`src/rtl/oam_dma_pkg.sv`:
```
// Shared definitions for the sprite DMA engine: state encodings and fixed bus constants.
package oam_dma_pkg;

    // Transfer sequencer states.
    typedef enum logic [2:0] {
        DMA_IDLE  = 3'd0,
        DMA_SYNC  = 3'd1,
        DMA_DUMMY = 3'd2,
        DMA_ALIGN = 3'd3,
        DMA_READ  = 3'd4,
        DMA_WRITE = 3'd5,
        DMA_DONE  = 3'd6
    } dma_state_t;

    // PPU OAM data register; every write of the copy targets it.
    localparam logic [15:0] OAMDATA = 16'h2004;

    // Bytes per transfer. The byte counter is 8 bits, so this cannot change.
    localparam int NBYTES = 256;

    // Counter value of the final byte of a transfer.
    localparam logic [7:0] LAST_BYTE = 8'(NBYTES - 1);

endpackage

```
`src/rtl/oam_dma_bus_req.sv`:
```
// Generic req/ack bus initiator. Latches one access on go and holds it until
// acknowledged. The completion cycle blocks go, so a new request never
// follows a completed one without an idle gap.
module oam_dma_bus_req #(
    parameter int AW = 16,
    parameter int DW = 8
) (
    input  logic          clk,
    input  logic          rst,
    input  logic          go,
    input  logic [AW-1:0] addr,
    input  logic          wr,
    input  logic [DW-1:0] wdata,
    output logic          dmareq,
    output logic          dmadone,
    output logic [AW-1:0] dmaaddr,
    output logic          dmawr,
    output logic [DW-1:0] dmawdata,
    input  logic          dmaack,
    input  logic [DW-1:0] dmardata,
    output logic [DW-1:0] rdata
);

    // Request register: launch on go, hold the access stable, retire on ack.
    // NOTE: sequential state uses non-blocking assignments so every register
    // samples the pre-edge values, independent of statement order.
    always_ff @(posedge clk) begin
        if (rst) begin
            dmareq   <= 1'b0;
            dmadone  <= 1'b0;
            dmaaddr  <= '0;
            dmawr    <= 1'b0;
            dmawdata <= '0;
            rdata    <= '0;
        end else begin
            dmadone <= 1'b0;
            if (dmareq) begin
                if (dmaack) begin
                    dmareq  <= 1'b0;
                    dmadone <= 1'b1;
                    if (!dmawr) begin
                        rdata <= dmardata;
                    end
                end
            end else if (go && !dmadone) begin
                dmareq   <= 1'b1;
                dmaaddr  <= addr;
                dmawr    <= wr;
                dmawdata <= wdata;
            end
        end
    end

endmodule

```
`src/rtl/oam_dma.sv`:
```
// Sprite DMA engine: halts the CPU on a bus-cycle boundary, performs one or
// two alignment reads, then copies page {page,$00..$FF} into OAMDATA.
module oam_dma
    import oam_dma_pkg::*;
(
    input  logic        clk,
    input  logic        rst,
    input  logic        dmastart,
    input  logic [7:0]  dmapage,
    input  logic        cpudone,
    input  logic        cpuodd,
    output logic        halt,
    output logic [15:0] dmaaddr,
    output logic [7:0]  dmawdata,
    output logic        dmawr,
    output logic        dmareq,
    input  logic        dmaack,
    input  logic [7:0]  dmardata,
    output logic        dmadone,
    output logic        busy
);

    dma_state_t  state_q, state_d;
    logic [7:0]  page_q, page_d;
    logic [7:0]  cnt_q, cnt_d;
    logic        odd_q, odd_d;
    logic        halt_d, busy_d;
    logic        go;
    logic [15:0] req_addr;
    logic        req_wr;
    logic [7:0]  rdata;

    oam_dma_bus_req #(.AW(16), .DW(8)) u_bus_req (
        .clk      (clk),
        .rst      (rst),
        .go       (go),
        .addr     (req_addr),
        .wr       (req_wr),
        .wdata    (rdata),
        .dmareq   (dmareq),
        .dmadone  (dmadone),
        .dmaaddr  (dmaaddr),
        .dmawr    (dmawr),
        .dmawdata (dmawdata),
        .dmaack   (dmaack),
        .dmardata (dmardata),
        .rdata    (rdata)
    );

    // Next-state, next register values and the access presented to the initiator.
    // NOTE: every signal written here gets a default first, so no path can
    // leave one unassigned and infer a latch.
    always_comb begin
        state_d  = state_q;
        page_d   = page_q;
        cnt_d    = cnt_q;
        odd_d    = odd_q;
        halt_d   = halt;
        busy_d   = busy;
        go       = 1'b0;
        req_addr = {page_q, 8'h00};
        req_wr   = 1'b0;
        case (state_q)
            DMA_IDLE: begin
                if (dmastart) begin
                    page_d  = dmapage;
                    busy_d  = 1'b1;
                    cnt_d   = 8'h00;
                    state_d = DMA_SYNC;
                end
            end
            DMA_SYNC: begin
                // Only a CPU cycle boundary may stop the CPU.
                if (cpudone) begin
                    halt_d  = 1'b1;
                    odd_d   = cpuodd;
                    state_d = DMA_DUMMY;
                end
            end
            DMA_DUMMY: begin
                go = 1'b1;
                if (dmadone) begin
                    state_d = odd_q ? DMA_ALIGN : DMA_READ;
                end
            end
            DMA_ALIGN: begin
                go = 1'b1;
                if (dmadone) begin
                    state_d = DMA_READ;
                end
            end
            DMA_READ: begin
                go       = 1'b1;
                req_addr = {page_q, cnt_q};
                if (dmadone) begin
                    state_d = DMA_WRITE;
                end
            end
            DMA_WRITE: begin
                go       = 1'b1;
                req_addr = OAMDATA;
                req_wr   = 1'b1;
                if (dmadone) begin
                    if (cnt_q == LAST_BYTE) begin
                        // Release the CPU in the cycle right after the last write completes.
                        halt_d  = 1'b0;
                        busy_d  = 1'b0;
                        state_d = DMA_DONE;
                    end else begin
                        cnt_d   = cnt_q + 8'd1;
                        state_d = DMA_READ;
                    end
                end
            end
            DMA_DONE: begin
                state_d = DMA_IDLE;
            end
            default: begin
                state_d = DMA_IDLE;
            end
        endcase
    end

    // State, page latch, byte counter, parity and the registered halt/busy outputs.
    always_ff @(posedge clk) begin
        if (rst) begin
            state_q <= DMA_IDLE;
            page_q  <= 8'h00;
            cnt_q   <= 8'h00;
            odd_q   <= 1'b0;
            halt    <= 1'b0;
            busy    <= 1'b0;
        end else begin
            state_q <= state_d;
            page_q  <= page_d;
            cnt_q   <= cnt_d;
            odd_q   <= odd_d;
            halt    <= halt_d;
            busy    <= busy_d;
        end
    end

endmodule

```
`config.mk`:
```
export PLATFORM = sky130hd
export DESIGN_NAME = oam_dma
export DESIGN_NICKNAME = d
export VERILOG_FILES = /design/src/rtl/oam_dma_pkg.sv /design/src/rtl/oam_dma_bus_req.sv /design/src/rtl/oam_dma.sv
export SDC_FILE = /design/constraint.sdc
export NUM_CORES = 1
export LEC_CHECK = 0
export CAP_MARGIN = 10
export CORE_AREA = 2 2 58 114
export CTS_CLUSTER_SIZE = 30
export DETAILED_ROUTE_END_ITERATION = 8
export DIE_AREA = 0 0 60 116
export DONT_BUFFER_PORTS = 1
export GPL_TIMING_DRIVEN = 1
export PLACE_DENSITY = 0.5
export SLEW_MARGIN = 20
export SYNTH_ARGS = -nofsm -noshare
export SYNTH_HDL_FRONTEND = slang
export SYNTH_SLANG_ARGS = --single-unit
```
`constraint.sdc`:
```
create_clock -name clk -period 2.2 [get_ports clk]
set_clock_uncertainty 0.2 [all_clocks]
set_input_delay 0.22 -clock clk [delete_from_list [all_inputs] [get_ports clk]]
set_output_delay 0.22 -clock clk [all_outputs]
set_load 0.01 [all_outputs]
```
== Word level (Yosys, flattened, before mapping) ==
Index checks and enable logic that the tools add are counted.

* Output and inout bits: 29
* Input port bits: 22
* Flip-flop bits (word level): 57

* Add/sub/neg operators: 1
* Muxes and demuxes: 26
* Equality and inequality tests: 14
* Bitwise operators: 2
* Reduce and logical (&&, ||, !) cells: 15

{| class="wikitable"
|+ Operator list
! operator !! count
|-
| $pmux 16 s2 || 1
|-
| $mux 8 || 3
|-
| $mux 3 || 7
|-
| $pmux 3 s6 || 1
|-
| $pmux 8 s2 || 1
|-
| $reduce_and 4->1 || 3
|-
| $mux 1 || 10
|-
| $add 8x1->8 const B || 1
|-
| $eq 8x8->1 const B || 1
|-
| $ne 2x1->1 const B || 4
|-
| $ne 2x2->1 const B || 4
|-
| $eq 3x2->1 const B || 2
|-
| $eq 3x3->1 const B || 2
|-
| $reduce_and 2->1 || 3
|-
| $reduce_and 6->1 || 1
|-
| $pmux 1 s2 || 2
|-
| $reduce_bool 2->1 || 2
|-
| $reduce_or 4->1 || 1
|-
| $eq 3x1->1 const B || 1
|-
| $logic_not 3->1 || 1
|-
| $reduce_and 3->1 || 1
|-
| $mux 2 || 1
|-
| $not 1->1 || 2
|-
| $reduce_or 2->1 || 1
|-
| 2 further kinds || 2
|}

== Logic depth before layout (Yosys ltp) ==
Gate-level depths: netlist of the first run.

* Word-level depth: 6
* Mapped depth: 7
* Gate-level depth less buffers: 5

== Modules after synthesis ==
A second synthesis of the first run with hierarchy kept.

* Cell total of the unflattened synthesis: 304
* Area, all modules: 2807.7 µm²

{| class="wikitable"
|+ By module, submodules not included
! module !! sequential area each (µm²) !! instances !! cells each !! area an instance (µm²)
|-
| oam_dma_bus_req || 700.7 || 1 || 151 || 1575.3
|-
| oam_dma || 440.4 || 1 || 153 || 1232.4
|}

== Worst setup path after synthesis of the first run ==
OpenSTA, ideal clock, no wires.

* Path type: register -> register
* From: register u_bus_req.dmadone
* To: register cnt_q[5]
* Cell stages (with the launch flop): 5
* Buffers on the path: 0
* Data required time: 1920 ps
* Setup slack: 361 ps
* Arrival: 1560 ps
* Period minus slack after synthesis: 1839 ps
* Cell sequence: dfxtp_1 nand4b_4 o21bai_4 or4_4 a211oi_2

* Cells in the longest elaborated chain, start to end: 2

{| class="wikitable"
|+ Ends and longest elaborated chain
! element !! line !! text
|-
| start, declared || oam_dma_bus_req.sv:15 || <nowiki>output logic dmadone,</nowiki>
|-
| start signal, assigned || oam_dma_bus_req.sv:30 || <nowiki>dmadone <= 1'b0;</nowiki>
|-
| start signal, assigned || oam_dma_bus_req.sv:36 || <nowiki>dmadone <= 1'b0;</nowiki>
|-
| start signal, assigned || oam_dma_bus_req.sv:40 || <nowiki>dmadone <= 1'b1;</nowiki>
|-
| $ne 2x1->1 (no source line) || -- ||
|-
| $reduce_and 4->1 (no source line) || -- ||
|-
| end signal, assigned || oam_dma.sv:136 || <nowiki>cnt_q <= cnt_d;</nowiki>
|-
| end, declared || oam_dma.sv:25 || <nowiki>logic [7:0] cnt_q, cnt_d;</nowiki>
|}

Every way passes these cells.
A chain may end at the register's enable or synchronous reset.

== Worst setup path after layout of the first run ==
* From: register state_q[2]
* To: register cnt_q[5]

* Cells in the longest elaborated chain, start to end: 3
* Elaborated cells on any way between the ends: 8
* Classes of those cells: eq/ne (4); mux (1); reduce/logical (3)

{| class="wikitable"
|+ Ends and longest elaborated chain
! element !! line !! text
|-
| start, declared || oam_dma.sv:23 || <nowiki>dma_state_t state_q, state_d;</nowiki>
|-
| start signal, assigned || oam_dma.sv:134 || <nowiki>state_q <= state_d;</nowiki>
|-
| $eq 3x3->1 or $logic_not 3->1 (tied branches) || oam_dma.sv:63 || <nowiki>case (state_q)</nowiki>
|-
| $ne 2x2->1 (no source line) (tied with other cells) || -- ||
|-
| $reduce_and 4->1 (no source line) || -- ||
|}

Parallel ways exist; a longest one is shown, timed or not.

==> results of run 1 <==
==> repair_timing <==
item / CTS / global route
hold buffers: 19 / 0
endpoints found under the hold margin: 57 / 0
setup buffers: 0 / 0
==> routing by layer <==
metal,wire (microns),part of all wire,track usage,vias to the layer above
li1,-,-,-,1010
met1,2370,0.41,0.220,956
met2,3080,0.53,0.310,49
met3,277,0.047,0.0525,8
met4,119,0.020,0.0859,0
met5,0,0,0,-
==> layout make-up <==
cell class / instances / area share
sequential: 57 / 0.387
multi-input combinational: 192 / 0.363
timing repair buffer: 30 / 0.0984
clock buffer: 14 / 0.0929
tap: 84 / 0.0356
clock inverter: 2 / 0.0119
inverter: 9 / 0.0115
==> cells in the final DEF, fill, tap and decap left out, types with 2 or more instances in the layout <==
| cell type | instances |
|---|---|
| dfxtp_1 | 57 |
| nand2_1 | 43 |
| a21oi_1 | 43 |
| nor2_1 | 24 |
| dlygate4sd3_1 | 18 |
| nand3_1 | 15 |
| buf_4 | 11 |
| inv_1 | 9 |
| clkbuf_16 | 9 |
| mux2i_1 | 8 |
| nor3_1 | 7 |
| nor4_1 | 7 |
| a31oi_1 | 5 |
| nand2b_1 | 4 |
| o21ai_0 | 4 |
| nor2b_1 | 3 |
| clkbuf_8 | 3 |
| or4b_1 | 2 |
| nand4_1 | 2 |
| or4_1 | 2 |
| o211ai_1 | 2 |
| o31ai_1 | 2 |
| nand3b_1 | 2 |
| a21o_1 | 2 |
| or2_2 | 2 |
| clkbuf_1 | 2 |
==> state kept, by name, indices dropped and copies added, names as in the netlist <==
register,count
page_q,8
u_bus_req.dmaaddr,16
cnt_q,8
odd_q,1
u_bus_req.dmawdata,8
halt,1
u_bus_req.dmadone,1
u_bus_req.rdata,8
state_q,3
busy,1
u_bus_req.dmareq,1
u_bus_req.dmawr,1
==> synth_stat cells, types with 3 or more instances <==
library cell  instances
a31oi_1               5
buf_2                 7
nor2_1               24
nor3_1                7
a21oi_1              43
clkbuf_1             10
nor2b_1               3
nand3_1              15
o21ai_0               4
mux2i_1               8
dfxtp_1              57
nand2b_1              4
inv_1                 9
nor4_1                7
nand2_1              43
==> stage by stage <==
| step | area [sq um] | cells | setup slack, ns | power (mW) |
|---|---|---|---|---|
| 6_report | 2950 | 388 | 0.313 | 2.87 |
| 5_1_grt | 2950 | 388 | 0.196 | 3.00 |
| 4_1_cts | 2950 | 388 | 0.315 | 2.91 |
| 3_5_place_dp | 2430 | 353 | 0.329 | 1.43 |
| 3_3_place_gp | 2430 | 353 | 0.347 | 1.43 |
| 2_1_floorplan | 2350 | 279 | 0.361 | 1.37 |
==> report_power, final <==
part           switching (mW)  internal [mW]
sequential             0.0552           1.08
combinational           0.189          0.131
clock                   0.448          0.966
total                   0.692           2.18
==> worst min-delay path, delay by kind of cell <==
family,cells,cell delay [ns]
AND/OR/NAND/NOR,3,0.28
==> worst max-delay path by stage <==
stage | startpoint | endpoint | slack [ns] | depth (start not counted)
finish | state_q[2]$_SDFFE_PP0P_ | cnt_q[5]$_SDFFE_PP0P_ | 0.31 | 4
global route | state_q[2]$_SDFFE_PP0P_ | cnt_q[5]$_SDFFE_PP0P_ | 0.20 | 4
CTS | state_q[0]$_SDFFE_PP0P_ | cnt_q[5]$_SDFFE_PP0P_ | 0.31 | 4
detailed placement | state_q[2]$_SDFFE_PP0P_ | cnt_q[5]$_SDFFE_PP0P_ | 0.33 | 4
global placement | state_q[2]$_SDFFE_PP0P_ | cnt_q[5]$_SDFFE_PP0P_ | 0.35 | 4
floorplan | u_bus_req.dmadone$_SDFF_PP0_ | cnt_q[5]$_SDFFE_PP0P_ | 0.36 | 4
==> cell families after synthesis <==
logic type                 share of synthesized area
muxes                                         0.0341
DFF                                            0.486
AOI/OAI and AO/OA                              0.157
and+or+nand+nor                                0.259
buffers and inverters                         0.0581
adders and majority gates                    0.00533
==> qor.txt, run 1 <==
WORST HOLD PATH
--------------------------------------------------------------------------------------------------------
Endpoint with the worst hold slack                                                          busy$_SDFFE_PP0P_
Min-delay worst type                                                                           in -> reg
Worst hold stages                                                                                      3
Startpoint of the worst hold path                                                               dmastart

WORST SETUP PATH
--------------------------------------------------------------------------------------------------------
Buffers & Inverters on Critical Path                                                                   0
Classification of the worst setup path                                                        reg -> reg
Delay of the slowest cell on the worst path                                                      0.56 ns
Depth of the most critical reg-to-reg path                                                             4
CP cell instances                                                                           nand4b_4 -> o21bai_4 -> or4_4 -> a211oi_2
Minimum setup slack among reg-to-reg paths                                                       0.31 ns
Worst Setup End Kind                                                                           flip-flop
Data arrival time at the worst-slack endpoint                                                    1.93 ns
Worst EP required                                                                                2.24 ns
End of the worst register-to-register path                                                  cnt_q[5]$_SDFFE_PP0P_
Critical path fanouts, max                                                                            12
Dominant delay contributor by cell family on the critical path                              simple AND/OR/NAND/NOR gates
Slowest cell on the critical path                                                                dfxtp_1
Startpoint type of the worst setup path                                                        flip-flop
Reg2reg start                                                                               state_q[2]$_SDFFE_PP0P_

CLOCKING
--------------------------------------------------------------------------------------------------------
Number of gates resized after CTS                                                                      0
Clock buffer count from CTS                                                                            9
Buffer type at the clock tree root                                                             clkbuf_16
Clk buf depth                                                                                          2
Clock tree sinks                                                                                      57
Number of levels the H-tree was split into                                                             3
Post-CTS clock slew at the launch and capture registers of the worst setup and hold paths        0.05 ns
TritonCTS clock tree                                                                                 yes
Worst-skew pair later-pin latency                                                                0.32 ns

DIE
--------------------------------------------------------------------------------------------------------
Full die area                                                                               0.00696 sq mm
Standard-cell rows                                                                                    40
Placeable Area                                                                              0.00606 sq mm
Boundary pin count                                                                                    51
Die Wd                                                                                        60 microns
Initial Util                                                                                       0.388
Overall die height                                                                           116 microns

ROUTING
--------------------------------------------------------------------------------------------------------
Routed length per instance                                                                  15.1 microns
DRC Markers                                                                                            0
Number of vias after detailed routing                                                              2,023
Detailed-route wire length                                                                  5840 microns
Final antenna-violating net count                                                                      0
Via-to-Cell Ratio                                                                                   5.21
Number of design-rule violations left by the first detailed-router iteration                          59
Count of TritonRoute iterations in the first routing pass                                              4

SYNTH
--------------------------------------------------------------------------------------------------------
Synth async-reset ratio                                                                                0
Post-synthesis area per instance                                                              8.41 sq um
Largest area contributor in the netlist                                                          dfxtp_1
Flip-flop cell with the highest count after synthesis                                            dfxtp_1
Number of nets in the synthesized netlist                                                            302
Post-synthesis instance area                                                                0.00235 sq mm
Warning count from the yosys run                                                                       0
Flip-flop and latch count after synthesis                                                             57
Register area share after synthesis                                                                0.486
Yosys top cell area share                                                                          0.486
Post-synthesis instance total                                                                        279
Post-synth cell types                                                                                 39
Dominant cells by area after synthesis                                                      dfxtp_1 (49%), a21oi_1 (9.2%), nand2_1 (6.9%)
Number of flops mapped to enable cells by yosys                                                        0

FLOW RUN
--------------------------------------------------------------------------------------------------------
Max-Cap Viols                                                                                          0

TIMING
--------------------------------------------------------------------------------------------------------
Final critical-path required period                                                              1.89 ns
Relative max-transition margin                                                                     0.629
Worst-Margin Slew                                                                               0.542 ns
Number of slew-limit violations in the final report                                                    0
Post-Route Setup TNS                                                                                0 ns
Final count of negative-setup-slack endpoints                                                          0
Period utilization                                                                                 0.858
Final-layout worst hold slack                                                                  0.0257 ns
Timing-limited maximum frequency                                                               0.530 GHz
Total count of hold-check failures in the final report                                                 0
Setup repair after global routing missed its margin                                                   no

POWER
--------------------------------------------------------------------------------------------------------
Maximum ir drop on the vdd rail                                                                 0.536 mV
Power density cells                                                                          974 mW/mm^2
Leakage power figure                                                                             1.09 nW

FINAL LAYOUT
--------------------------------------------------------------------------------------------------------
Proportion of layout cells with a drive suffix above 1                                             0.115
Combined flip-flop and latch cell area                                                      0.00114 sq mm
Total area of multi-input combinational cells                                               0.00107 sq mm
Synth-to-layout area growth                                                                        25.6%
End-of-flow core utilization                                                                       0.487
Nets                                                                                                 322
Diode insertion count for antenna repair                                                               0
Filler cell count in the final layout                                                                627

PLACED DESIGN
--------------------------------------------------------------------------------------------------------
Number of port buffers                                                                                 0
Final GP Congestion                                                                                0.827
DP HPWL                                                                                     3970 microns

GLOBAL ROUTING
--------------------------------------------------------------------------------------------------------
Largest net degree at the start of global routing                                                     58
Global-route total usage across every layer                                                        0.188
Vias in the first global route                                                                     2,002
Total overflow reported by the global router                                                           0
Global-route wire length before repair                                                      9810 microns
Initial antenna violation count                                                                        0

RUN STATUS
--------------------------------------------------------------------------------------------------------
Status                                                                                         completed

No activity file was read; power rests on OpenSTA's default activity.
==> run 2: changes to the inputs <==
--- a/config.mk
+++ b/config.mk
@@ -12,6 +12,7 @@
 export DIE_AREA = 0 0 60 116
 export DONT_BUFFER_PORTS = 1
 export GPL_TIMING_DRIVEN = 1
+export HOLD_SLACK_MARGIN = 0.06
 export PLACE_DENSITY = 0.5
 export SLEW_MARGIN = 20
 export SYNTH_ARGS = -nofsm -noshare
==> run 2 against run 1 <==
Worst setup slack got worse by 0.0022 ns. Sequential power barely moved. Die area did not move. Critical endpoint unchanged. Largest power group unchanged.
==> qor.txt, run 2 (synthesized netlist as in run 1, its figures left out) <==
TIMING
--------------------------------------------------------------------------------------------------------
Setup repair after global routing missed its margin                                                   no
Final count of negative-setup-slack endpoints                                                          0
Post-Route Setup TNS                                                                                0 ns
Total count of hold-check failures in the final report                                                 0
Relative max-transition margin                                                                     0.621
Period utilization                                                                                 0.859
Timing-limited maximum frequency                                                               0.529 GHz
Number of slew-limit violations in the final report                                                    0
Worst-Margin Slew                                                                               0.555 ns
Final critical-path required period                                                              1.89 ns

WORST HOLD PATH
--------------------------------------------------------------------------------------------------------
Min-delay worst type                                                                           in -> reg
Endpoint with the worst hold slack                                                          state_q[0]$_SDFFE_PP0P_
Worst hold stages                                                                                      3
Startpoint of the worst hold path                                                                cpudone

FLOW RUN
--------------------------------------------------------------------------------------------------------
Max-Cap Viols                                                                                          0

POWER
--------------------------------------------------------------------------------------------------------
Power density cells                                                                          965 mW/mm^2
Maximum ir drop on the vdd rail                                                                 0.532 mV
Total power                                                                                      2.88 mW
Leakage power figure                                                                             1.10 nW

WORST SETUP PATH
--------------------------------------------------------------------------------------------------------
Dominant delay contributor by cell family on the critical path                              simple AND/OR/NAND/NOR gates
Critical path fanouts, max                                                                            12
End of the worst register-to-register path                                                  cnt_q[5]$_SDFFE_PP0P_
Worst Setup End Kind                                                                           flip-flop
Depth of the most critical reg-to-reg path                                                             4
Buffers & Inverters on Critical Path                                                                   0
Slowest cell on the critical path                                                                dfxtp_1
Delay of the slowest cell on the worst path                                                      0.56 ns
Worst EP required                                                                                2.24 ns
Reg2reg start                                                                               state_q[2]$_SDFFE_PP0P_
Data arrival time at the worst-slack endpoint                                                    1.93 ns
Classification of the worst setup path                                                        reg -> reg
CP cell instances                                                                           nand4b_4 -> o21bai_4 -> or4_4 -> a211oi_2
Minimum setup slack among reg-to-reg paths                                                       0.31 ns
Startpoint type of the worst setup path                                                        flip-flop

FINAL LAYOUT
--------------------------------------------------------------------------------------------------------
Fin area                                                                                    0.00298 sq mm
Register with the most flip-flops                                                           u_bus_req.dmaaddr
Nets                                                                                                 325
Leading cell type in the layout, fill and taps excluded                                          dfxtp_1
Post-Layout Cell Count                                                                               391
Diode insertion count for antenna repair                                                               0
Max FFs per register                                                                                  16
Most frequent cells in the layout                                                           dfxtp_1 (57), nand2_1 (43), a21oi_1 (43)
Synth-to-layout area growth                                                                        26.9%
Proportion of layout cells with a drive suffix above 1                                             0.114

ROUTING
--------------------------------------------------------------------------------------------------------
Detailed-route wire length                                                                  5930 microns
Number of vias after detailed routing                                                              2,034
Via-to-Cell Ratio                                                                                   5.20
Routed length per instance                                                                  15.2 microns
Number of design-rule violations left by the first detailed-router iteration                          57
Final antenna-violating net count                                                                      0
Count of TritonRoute iterations in the first routing pass                                              4
DRC Markers                                                                                            0

CLOCKING
--------------------------------------------------------------------------------------------------------
Number of setup buffers added after CTS                                                                0
Number of levels the H-tree was split into                                                             3
Clk buf depth                                                                                          2
Worst-skew pair later-pin latency                                                                0.32 ns
Post-CTS clock slew at the launch and capture registers of the worst setup and hold paths        0.05 ns
Buffer type at the clock tree root                                                             clkbuf_16
Clock buffer count from CTS                                                                            9
Clock tree sinks                                                                                      57
TritonCTS clock tree                                                                                 yes

PLACED DESIGN
--------------------------------------------------------------------------------------------------------
Final GP Congestion                                                                                0.827
Number of port buffers                                                                                 0
Placed Instances                                                                                     353
Standard cell area after detailed placement                                                 0.00243 sq mm
DP HPWL                                                                                     3970 microns

DIE
--------------------------------------------------------------------------------------------------------
Boundary pin count                                                                                    51
Overall die height                                                                           116 microns
Placeable Area                                                                              0.00606 sq mm
Full die area                                                                               0.00696 sq mm
Initial Util                                                                                       0.388
Die Wd                                                                                        60 microns
Standard-cell rows                                                                                    40

RUN STATUS
--------------------------------------------------------------------------------------------------------
Status                                                                                         completed

GLOBAL ROUTING
--------------------------------------------------------------------------------------------------------
Global-route total usage across every layer                                                        0.190
Initial antenna violation count                                                                        0
Global-route wire length before repair                                                      9900 microns
Vias in the first global route                                                                     2,004
Total overflow reported by the global router                                                           0
Largest net degree at the start of global routing                                                     58

==> run 2: where the power goes <==
part | switching [mW] | internal (mW) | total (mW)
Sequential | 0.0551 | 1.08 | 1.14
Combinational | 0.191 | 0.134 | 0.325
Clock | 0.446 | 0.966 | 1.41
==> run 2: metal layers <==
metal  track usage  up-vias  part of all wire
li1              -     1016                 -
met1         0.221      962              0.41
met2         0.316       45              0.52
met3        0.0525       11             0.046
met4        0.0859        0             0.022
met5             0        -                 0
==> run 2: what timing repair did <==
item,CTS,global route
hold buffers,22,0
hold endpoints to repair,57,0
endpoints found under the setup margin,0,0
gates resized for setup,0,0
==> run 2: cell type report <==
| type | instances | area, sq um |
|---|---|---|
| clock buffers | 14 | 274 |
| clock inverters | 2 | 35.0 |
| fillers | 626 | 3080 |
| inverters | 9 | 33.8 |
| multi-input cells | 192 | 1070 |
| flip-flops and latches | 57 | 1140 |
| well taps | 84 | 105 |
| repair buffers | 33 | 320 |
==> run 2: worst min-delay path, delay by kind of cell <==
family	cells	cell delay, ns
AO/OA/AOI/OAI	3	0.33
==> run 2: how the worst max path moves through the flow <==
stage	from	endpoint	slack (ns)	cells after the start
2_1_floorplan	u_bus_req.dmadone$_SDFF_PP0_	cnt_q[5]$_SDFFE_PP0P_	0.36	4
3_3_place_gp	state_q[2]$_SDFFE_PP0P_	cnt_q[5]$_SDFFE_PP0P_	0.35	4
3_5_place_dp	state_q[2]$_SDFFE_PP0P_	cnt_q[5]$_SDFFE_PP0P_	0.33	4
4_1_cts	state_q[0]$_SDFFE_PP0P_	cnt_q[5]$_SDFFE_PP0P_	0.31	4
5_1_grt	state_q[2]$_SDFFE_PP0P_	cnt_q[5]$_SDFFE_PP0P_	0.20	4
6_report	state_q[2]$_SDFFE_PP0P_	cnt_q[5]$_SDFFE_PP0P_	0.31	4
==> run 2: metrics by stage <==
step / hold WS [ns] / setup slack (ns) / util
final: 0.0841 / 0.311 / 0.492
after global routing: 0.122 / 0.198 / 0.492
after CTS: 0.0745 / 0.315 / 0.492
after detailed placement: 0.0956 / 0.329 / 0.402
after global placement: 0.0936 / 0.347 / 0.402
after floorplan: 0.149 / 0.361 / -
==> run 3: changes to the inputs <==
--- a/config.mk
+++ b/config.mk
@@ -6,14 +6,14 @@
 export NUM_CORES = 1
 export LEC_CHECK = 0
 export CAP_MARGIN = 10
-export CORE_AREA = 2 2 58 114
+export CORE_AREA = 2 2 50 98
 export CTS_CLUSTER_SIZE = 30
 export DETAILED_ROUTE_END_ITERATION = 8
-export DIE_AREA = 0 0 60 116
+export DIE_AREA = 0 0 52 100
 export DONT_BUFFER_PORTS = 1
 export GPL_TIMING_DRIVEN = 1
 export HOLD_SLACK_MARGIN = 0.06
-export PLACE_DENSITY = 0.5
+export PLACE_DENSITY_LB_ADDON = 0.2
 export SLEW_MARGIN = 20
 export SYNTH_ARGS = -nofsm -noshare
 export SYNTH_HDL_FRONTEND = slang
==> constraint.sdc (replaced) <==
create_clock -name clk -period 2.4 [get_ports clk]
set_clock_uncertainty 0.2 [all_clocks]
set_input_delay 0.24 -clock clk [delete_from_list [all_inputs] [get_ports clk]]
set_output_delay 0.24 -clock clk [all_outputs]
set_load 0.01 [all_outputs]
==> run 3 against run 2 <==
Global-route usage is 4.2 points higher. Highest routed layer unchanged. Utilization is 13 points higher. Critical path depth up 2. Critical endpoint is now odd_q$_SDFFE_PP0P_. Largest cell class unchanged.
==> qor.txt, run 3 (synthesized netlist as in run 1, its figures left out) <==
POWER
--------------------------------------------------------------------------------------------------------
Leakage power figure                                                                             1.04 nW
Maximum ir drop on the vdd rail                                                                 0.596 mV
Power density cells                                                                          822 mW/mm^2

WORST SETUP PATH
--------------------------------------------------------------------------------------------------------
Worst Setup End Kind                                                                           flip-flop
CP cell instances                                                                           buf_4 -> nand3b_1 -> nor2_1 -> nand2_1 -> dlygate4sd3_1 -> a21oi_1
Slowest cell on the critical path                                                           dlygate4sd3_1
Classification of the worst setup path                                                        reg -> reg
Startpoint type of the worst setup path                                                        flip-flop
Number of gates on the worst path with buffers counted                                                 6
Critical path fanouts, max                                                                            11
Depth of the most critical reg-to-reg path                                                             6
Buffers & Inverters on Critical Path                                                                   2
Delay of the slowest cell on the worst path                                                      0.54 ns
Dominant delay contributor by cell family on the critical path                              buffers and inverters
Worst EP required                                                                                2.47 ns
Data arrival time at the worst-slack endpoint                                                    2.11 ns

CLOCKING
--------------------------------------------------------------------------------------------------------
CTS Hold Buffers Added                                                                                22
Worst-skew pair later-pin latency                                                                0.34 ns
Post-CTS clock slew at the launch and capture registers of the worst setup and hold paths        0.06 ns
Number of gates resized after CTS                                                                      0
Number of levels the H-tree was split into                                                             3
Clock tree sinks                                                                                      57
Buffer type at the clock tree root                                                              clkbuf_8
Number of setup buffers added after CTS                                                                0
Clk buf depth                                                                                          2
TritonCTS clock tree                                                                                 yes
Clock buffer count from CTS                                                                            9

ROUTING
--------------------------------------------------------------------------------------------------------
Count of TritonRoute iterations in the first routing pass                                              4
Via-to-Cell Ratio                                                                                   5.59
Top routing layer in use                                                                            met4
Number of design-rule violations left by the first detailed-router iteration                          61
DRC Markers                                                                                            0
Routed metal-1 wire length                                                                  2140 microns
Routed met2 length                                                                          2760 microns
Met3 wire length                                                                             289 microns
Detailed-route wire length                                                                  5290 microns
Number of vias after detailed routing                                                              1,990
Routed length per instance                                                                  14.9 microns
Final antenna-violating net count                                                                      0

TIMING
--------------------------------------------------------------------------------------------------------
Worst-Margin Slew                                                                               0.559 ns
Final count of negative-setup-slack endpoints                                                          0
Period utilization                                                                                 0.851
Relative max-transition margin                                                                     0.627
Final critical-path required period                                                              2.04 ns
Number of slew-limit violations in the final report                                                    0
Setup repair after global routing missed its margin                                                   no
Final-layout worst hold slack                                                                   0.158 ns
Post-Route Setup TNS                                                                                0 ns
Total count of hold-check failures in the final report                                                 0
Timing-limited maximum frequency                                                               0.490 GHz
Post-route worst setup slack                                                                    0.357 ns

PLACED DESIGN
--------------------------------------------------------------------------------------------------------
Pre-CTS WS                                                                                      0.379 ns
DP HPWL                                                                                     3450 microns
Placed Instances                                                                                     318
Final GP Congestion                                                                                0.866
Number of port buffers                                                                                 0

GLOBAL ROUTING
--------------------------------------------------------------------------------------------------------
Vias in the first global route                                                                     1,936
Initial antenna violation count                                                                        0
Global-route total usage across every layer                                                        0.232
Largest net degree at the start of global routing                                                     58
Global-route wire length before repair                                                      8800 microns
Total overflow reported by the global router                                                           0

DIE
--------------------------------------------------------------------------------------------------------
Boundary pin count                                                                                    51
Initial Util                                                                                       0.520
Placeable Area                                                                              0.00451 sq mm
Full die area                                                                               0.00520 sq mm
Die Wd                                                                                        52 microns
Standard-cell rows                                                                                    35
Overall die height                                                                           100 microns

FINAL LAYOUT
--------------------------------------------------------------------------------------------------------
Nets                                                                                                 319
Proportion of layout cells with a drive suffix above 1                                            0.0997
Post-Layout Cell Count                                                                               356
Synth-to-layout area growth                                                                        19.9%
Max FFs per register                                                                                  16
Diode insertion count for antenna repair                                                               0
End-of-flow core utilization                                                                       0.624
Leading cell type in the layout, fill and taps excluded                                          dfxtp_1
Register with the most flip-flops                                                           u_bus_req.dmaaddr
Most frequent cells in the layout                                                           dfxtp_1 (57), nand2_1 (43), a21oi_1 (43)

WORST HOLD PATH
--------------------------------------------------------------------------------------------------------
Worst hold stages                                                                                      4
Min-delay worst type                                                                           in -> reg

RUN STATUS
--------------------------------------------------------------------------------------------------------
Status                                                                                         completed

FLOW RUN
--------------------------------------------------------------------------------------------------------
Max-Cap Viols                                                                                          0

[run 3: cell count changes in the layout (fill, tap and decap cells not counted), sizes merged]
cell	before	now
clkinv	1	3
buf	12	6
clkbuf	14	11
bufinv	1	2
[run 3: final timing paths]
path	startpoint	endpoint	slack, ns
max reg2reg	state_q[0]$_SDFFE_PP0P_	odd_q$_SDFFE_PP0P_	0.36
min	dmastart	state_q[0]$_SDFFE_PP0P_	0.16
max	state_q[0]$_SDFFE_PP0P_	odd_q$_SDFFE_PP0P_	0.36
min reg2reg	u_bus_req.rdata[3]$_SDFFE_PP0P_	u_bus_req.dmawdata[3]$_SDFFE_PP0P_	0.26
[run 3: report_power, final]
| group | internal, mW | switching (mW) | total [mW] |
|---|---|---|---|
| sequential | 0.992 | 0.0507 | 1.04 |
| clock | 0.611 | 0.375 | 0.986 |
| combinational | 0.119 | 0.165 | 0.284 |
| total | 1.72 | 0.591 | 2.31 |
[run 3: worst reg2reg max path: cells and delay by family (launching register included)]
kind                   cells  cell delay (ns)
flip-flops                 1             0.52
AND/OR/NAND/NOR            3             0.35
buffers and inverters      2             0.78
AO/OA/AOI/OAI              1             0.11
[run 3: metal layers]
metal  global-route usage  up-vias
li1                     -     1002
met1                0.241      935
met2                0.389       44
met3               0.0982        9
met4                0.109        0
met5                    0        -
[run 3: layout make-up]
class,instances,area (sq um)
clock buffers,11,141
clock inverters,5,78.8
fillers,397,1700
inverters,9,33.8
multi-input cells,192,1070
flip-flops and latches,57,1140
well taps,55,68.8
repair buffers,27,280
[run 3: metrics by stage]
stage / cell area, sq um / total power, mW
final: 2810 / 2.31
after global routing: 2810 / 2.41
after CTS: 2810 / 2.33
after detailed placement: 2360 / 1.30
after global placement: 2360 / 1.29
after floorplan: 2350 / 1.26
